--- src/rtl/mt8816_cmd_seq.sv ---
`default_nettype none
`timescale 1ns/1ps
// ============================================================================
// Module  : mt8816_cmd_seq
// Brief   : Queues host crosspoint commands and issues them one at a time to
//           the MT8816 driver, keeping a 128-bit shadow of switch states.
// Revision: 1.0 - initial release
// ============================================================================
module mt8816_cmd_seq #(
    parameter int DEPTH          = 8,
    parameter int TIMEOUT_CYCLES = 64
) (
    input  logic                     FPGA_CLK_I,
    input  logic                     RESET_N_I,
    input  logic                     CMD_VALID_I,
    output logic                     CMD_READY_O,
    input  logic                     CMD_CLR_I,
    input  logic [3:0]               CMD_AX_I,
    input  logic [2:0]               CMD_AY_I,
    input  logic                     CMD_DATA_I,
    output logic [$clog2(DEPTH):0]   FIFO_LEVEL_O,
    output logic                     BUSY_O,
    output logic                     ERR_O,
    input  logic                     ERR_CLR_I,
    input  logic [3:0]               RD_AX_I,
    input  logic [2:0]               RD_AY_I,
    output logic                     RD_STATE_O,
    output logic                     SW_EN_O,
    output logic                     SW_CLR_O,
    output logic [3:0]               SW_AX_O,
    output logic [2:0]               SW_AY_O,
    output logic                     SW_DATA_O,
    input  logic                     SW_IDLE_I
);

    localparam int c_AW = $clog2(DEPTH);
    localparam int c_TW = $clog2(TIMEOUT_CYCLES);
    localparam logic [c_AW:0]   c_FULL_LEVEL = (c_AW + 1)'(DEPTH);
    localparam logic [c_TW-1:0] c_TMO_LAST   = c_TW'(TIMEOUT_CYCLES - 1);

    typedef enum logic [2:0] {
        S_INIT  = 3'd0,
        S_IDLE  = 3'd1,
        S_ISSUE = 3'd2,
        S_ACK   = 3'd3,
        S_WAIT  = 3'd4,
        S_DONE  = 3'd5
    } state_t;

    state_t            r_state;
    state_t            w_state_nxt;
    logic [8:0]        r_mem [DEPTH];
    logic [c_AW:0]     r_wr_ptr;
    logic [c_AW:0]     r_rd_ptr;
    logic [c_AW:0]     w_level;
    logic              w_full;
    logic              w_empty;
    logic              w_push;
    logic              w_pop;
    logic              w_timeout;
    logic              w_done;
    logic              w_tmo_hit;
    logic [8:0]        w_head;
    logic [c_TW-1:0]   r_tmo_cnt;
    logic [127:0]      r_shadow;
    logic              r_err;
    logic              r_sw_clr;
    logic [3:0]        r_sw_ax;
    logic [2:0]        r_sw_ay;
    logic              r_sw_data;

    // Pointers carry one extra wrap bit so full and empty are distinguishable.
    assign w_level   = r_wr_ptr - r_rd_ptr;
    assign w_full    = (w_level == c_FULL_LEVEL);
    assign w_empty   = (w_level == '0);
    assign w_push    = CMD_VALID_I && !w_full;
    assign w_head    = r_mem[r_rd_ptr[c_AW-1:0]];
    assign w_tmo_hit = (r_tmo_cnt == c_TMO_LAST);

    always_comb begin
        w_state_nxt = r_state;
        w_pop       = 1'b0;
        w_timeout   = 1'b0;
        w_done      = 1'b0;
        case (r_state)
            S_INIT:  if (SW_IDLE_I) w_state_nxt = S_ISSUE;
            S_IDLE: begin
                if (!w_empty && SW_IDLE_I) begin
                    w_pop       = 1'b1;
                    w_state_nxt = S_ISSUE;
                end
            end
            S_ISSUE: w_state_nxt = S_ACK;
            S_ACK: begin
                if (!SW_IDLE_I) begin
                    w_state_nxt = S_WAIT;
                end else if (w_tmo_hit) begin
                    w_timeout   = 1'b1;
                    w_state_nxt = S_IDLE;
                end
            end
            S_WAIT: begin
                if (SW_IDLE_I) begin
                    w_state_nxt = S_DONE;
                end else if (w_tmo_hit) begin
                    w_timeout   = 1'b1;
                    w_state_nxt = S_IDLE;
                end
            end
            S_DONE: begin
                w_done      = 1'b1;
                w_state_nxt = S_IDLE;
            end
            default: w_state_nxt = S_INIT;
        endcase
    end

    always_ff @(posedge FPGA_CLK_I) begin
        if (w_push) begin
            r_mem[r_wr_ptr[c_AW-1:0]] <= {CMD_CLR_I, CMD_AX_I, CMD_AY_I, CMD_DATA_I};
        end
    end

    always_ff @(posedge FPGA_CLK_I) begin
        if (!RESET_N_I) begin
            r_state   <= S_INIT;
            r_wr_ptr  <= '0;
            r_rd_ptr  <= '0;
            r_tmo_cnt <= '0;
            r_shadow  <= '0;
            r_err     <= 1'b0;
            r_sw_clr  <= 1'b1;
            r_sw_ax   <= 4'd0;
            r_sw_ay   <= 3'd0;
            r_sw_data <= 1'b0;
        end else begin
            r_state <= w_state_nxt;
            if (w_push) begin
                r_wr_ptr <= r_wr_ptr + 1'b1;
            end
            if (w_pop) begin
                r_rd_ptr <= r_rd_ptr + 1'b1;
                {r_sw_clr, r_sw_ax, r_sw_ay, r_sw_data} <= w_head;
            end
            // Forced clear-all after reset so the shadow matches the chip.
            if (r_state == S_INIT && SW_IDLE_I) begin
                r_sw_clr  <= 1'b1;
                r_sw_ax   <= 4'd0;
                r_sw_ay   <= 3'd0;
                r_sw_data <= 1'b0;
            end
            if (r_state == S_ISSUE) begin
                r_tmo_cnt <= '0;
            end else if (r_state == S_ACK || r_state == S_WAIT) begin
                r_tmo_cnt <= r_tmo_cnt + 1'b1;
            end
            if (w_done) begin
                if (r_sw_clr) begin
                    r_shadow <= '0;
                end else begin
                    r_shadow[{r_sw_ay, r_sw_ax}] <= r_sw_data;
                end
            end
            if (w_timeout) begin
                r_err <= 1'b1;
            end else if (ERR_CLR_I) begin
                r_err <= 1'b0;
            end
        end
    end

    assign CMD_READY_O  = !w_full;
    assign FIFO_LEVEL_O = w_level;
    assign BUSY_O       = (r_state != S_IDLE) || !w_empty;
    assign ERR_O        = r_err;
    assign RD_STATE_O   = r_shadow[{RD_AY_I, RD_AX_I}];
    assign SW_EN_O      = (r_state == S_ISSUE);
    assign SW_CLR_O     = r_sw_clr;
    assign SW_AX_O      = r_sw_ax;
    assign SW_AY_O      = r_sw_ay;
    assign SW_DATA_O    = r_sw_data;

endmodule
`default_nettype wire

--- config.mk ---
export PLATFORM = sky130hd
export DESIGN_NAME = mt8816_cmd_seq
export DESIGN_NICKNAME = d
export VERILOG_FILES = /design/src/rtl/mt8816_cmd_seq.sv
export SDC_FILE = /design/constraint.sdc
export NUM_CORES = 1
export LEC_CHECK = 0
export BUFFER_PORTS_ARGS = -buffer_cell sky130_fd_sc_hd__buf_4
export CAP_MARGIN = 20
export CORE_MARGIN = 5
export CORE_UTILIZATION = 40
export DETAILED_ROUTE_END_ITERATION = 12
export GPL_TIMING_DRIVEN = 0
export PLACE_DENSITY = 0.63
export SLEW_MARGIN = 20
export SYNTH_ARGS = -nofsm -noshare
export SYNTH_HDL_FRONTEND = slang
export SYNTH_SLANG_ARGS = --single-unit
--- constraint.sdc ---
create_clock -name FPGA_CLK_I -period 5.7 [get_ports FPGA_CLK_I]
set_input_delay 1.14 -clock FPGA_CLK_I [delete_from_list [all_inputs] [get_ports FPGA_CLK_I]]
set_output_delay 1.14 -clock FPGA_CLK_I [all_outputs]
set_load 0.02 [all_outputs]
==> results.py <==
metrics = {
    "logic_synthesis": {
        "async_flop_share": 0,
        "avgSynthCellArea_um2": 9.310,
        "yosysWarnings": 0,
        "synth_edf_count": 72,
        "yosys_register_bits": 227,
        "synthFlopType": "dfxtp_1",
        "synthDistinctLibCells": 55,
        "netlist_area_mm2": 0.01126,
        "yosysTopAreaCell": "dfxtp_1",
        "ys_seq_area_frac": 0.4674,
        "syn_nets": 1238,
        "syn_inst": 1210,
        "synth_top_area_share": 0.2755,
        "netlist_top_cells_area": "dfxtp_1 (28%), edfxtp_1 (19%), mux4_2 (10%), a21oi_1 (9.4%), o21ai_0 (5.6%)",
    },
    "cts": {
        "cts_root_buffer": "clkbuf_16",
        "clockBufferDepth": 3,
        "cts_sinks": 227,
        "post-cts-setup-buffers": 0,
        "cts_resized": 0,
        "ctsHoldBuffers": 0,
        "clkLatencyLatePin_ps": 530,
        "cts_buffers": 26,
        "cts_max_level": 1,
        "cts_tree": "yes",
        "clk_pin_slew_worst_paths_ps": 60,
    },
    "timing": {
        "fin_skew_ps": 8.958,
        "worst_pin_slew_ps": 1178,
        "max_slew_margin": 0.2116,
        "setup_violations": 0,
        "period_share": 0.8063,
        "tns_ps": 0,
        "max_freq_mhz": 217.6,
        "min_period_ps": 4596,
        "slew_viol_final": 0,
        "rsz0062_at_grt": "no",
        "hold_viol": 0,
        "hold_slack_ps": 473.3,
    },
    "placed_design": {
        "dpl.hpwl_um": 23540,
        "port_buffers": 36,
        "gp_congestion": 0.8671,
    },
    "die": {
        "rows": 61,
        "core_mm2": 0.02778,
        "io_pins": 39,
        "die-area_mm2": 0.03162,
        "die_h_um": 177.8,
        "start_util": 0.4055,
        "die-width_um": 177.8,
    },
    "final_layout": {
        "most-common-layout-cells": "a21oi_1 (211), nand2_1 (164), dfxtp_1 (155)",
        "nFillCells": 2654,
        "syn_to_final_growth_pct": 14.97,
        "seq_area_mm2": 0.005265,
        "final_common_cell": "a21oi_1",
        "n_antenna_cell": 0,
        "fin_nets": 1313,
        "utilization": 0.4662,
        "multi_input_area_mm2": 0.005632,
        "final_layout_size_suffix_gt1_frac": 0.1396,
    },
    "power_and_ir_drop": {
        "total_leakage_power_nw": 4.187,
        "power_density_mw_per_mm2": 285.7,
        "ir_drop_mv": 0.2774,
    },
    "critical_path": {
        "cp_data_required_time_ps": 4560,
        "endpoint_kind": "output pin",
        "crit_fanout": 10,
        "arrival_ps": 3460,
        "critical_path_class": "input port to output pin",
        "critPathLaunchType": "input port",
    },
    "global_route": {
        "grt_use_total": 0.2125,
        "grt_max_degree": 14,
        "antenna_found_initial": 0,
        "grt_pass1_vias": 9269,
        "grt_pass1_wl_um": 52960,
        "grt-ovfl-total": 0,
    },
    "outcome": {
        "run_status": "finished, final reports clean",
    },
    "worst_hold_path": {
        "hold_class": "flop to flop",
    },
    "route": {
        "avgRoutedWirePerCell_um": 20.16,
        "remaining_drc_errors": 0,
        "drt-total-wl_um": 33910,
        "ant_nets": 0,
        "num_vias": 9922,
        "dr.pass1.iters": 6,
        "routed_via_density": 5.899,
        "drtIter0Drc": 1164,
    },
    "run": {
        "drv_cap": 0,
    },
}
Yosys cell counts (9+ instances only):
cell type  instances
nor4_1            11
buf_2             21
nor2_1            91
a22oi_1           33
nand3_1           16
o21ai_0          126
inv_1             10
edfxtp_1          72
a21oi_1          211
dfxtp_1          155
nand2_1          164
mux4_2            51
nor3_1            11
nor2b_1            9
buf_1             10
and2_1            26
mux2i_1           18
clkbuf_1          66
state kept, by name (all words and copies together) (netlist names), 3 cells and up:
| register | count |
|---|---|
| r_wr_ptr | 4 |
| r_rd_ptr | 4 |
| r_shadow | 128 |
| r_state | 3 |
| SW_AX_O | 4 |
| r_tmo_cnt | 6 |
| r_mem | 72 |
| SW_AY_O | 3 |
worst paths after layout:
path                 from      endpoint  slack (ps)  depth (start not counted)
max            RD_AX_I[2]    RD_STATE_O        1100                          9
min reg2reg  r_shadow[68]  r_shadow[68]         470                          2
min          r_shadow[68]  r_shadow[68]         470                          2
max reg2reg   r_rd_ptr[1]   r_mem[7][5]        2420                          9
critical path, cell delays in order:
cell and delay [ps]:
buf_4 110, buf_2 340, buf_1 680, mux4_2 420, mux2i_1 220, a211oi_1 110, a21oi_1 160, nand4_1 100
buf_4 170
metrics by stage:
step | worst slack (ps) | area [µm²] | std cells | total power [W]
6_report | 1104 | 12950 | 1682 | 0.003701
3_3_place_gp | 1097 | 12010 | 1624 | 0.002121
4_1_cts | 1093 | 12950 | 1682 | 0.003723
2_1_floorplan | 1779 | 11260 | 1210 | 0.001991
5_1_grt | 1037 | 12950 | 1682 | 0.003823
3_5_place_dp | 1097 | 12140 | 1635 | 0.002137
where the power goes:
group | leakage [nW] | internal (W) | switching [W]
registers | 1.90 | 0.00170 | 0.0000185
logic | 1.90 | 0.000128 | 0.000258
clock network | 0.388 | 0.000926 | 0.000669
layer usage:
layer,share of wire,GRT usage,vias to the layer above
met1,0.42,0.2868,4780
li1,-,-,4588
met3,0.087,0.04687,96
met4,0.038,0.07412,0
met2,0.45,0.3388,458
met5,0,0,-
cells by family (layout without fill, tap and decap cells):
kind of cell | count (synthesis) | after routing | share of synthesized area
flops | 227 | 227 | 0.4674
compound gates | 408 | 408 | 0.2012
fa+ha+maj | 7 | 7 | 0.008442
simple gates | 382 | 382 | 0.1594
mux | 69 | 69 | 0.1180
xor+xnor | 9 | 9 | 0.006997
buf+inv | 108 | 202 | 0.03865
layout make-up:
cell class / instances / share of cell area
multi-input cells: 875 / 0.4348
flip-flops and latches: 227 / 0.4065
clock buffers: 38 / 0.05603
well taps: 378 / 0.03652
plain buffers: 98 / 0.03072
repair buffers: 47 / 0.02608
clock inverters: 9 / 0.006376
inverters: 10 / 0.002898
(Power assumes the default switching activity.)
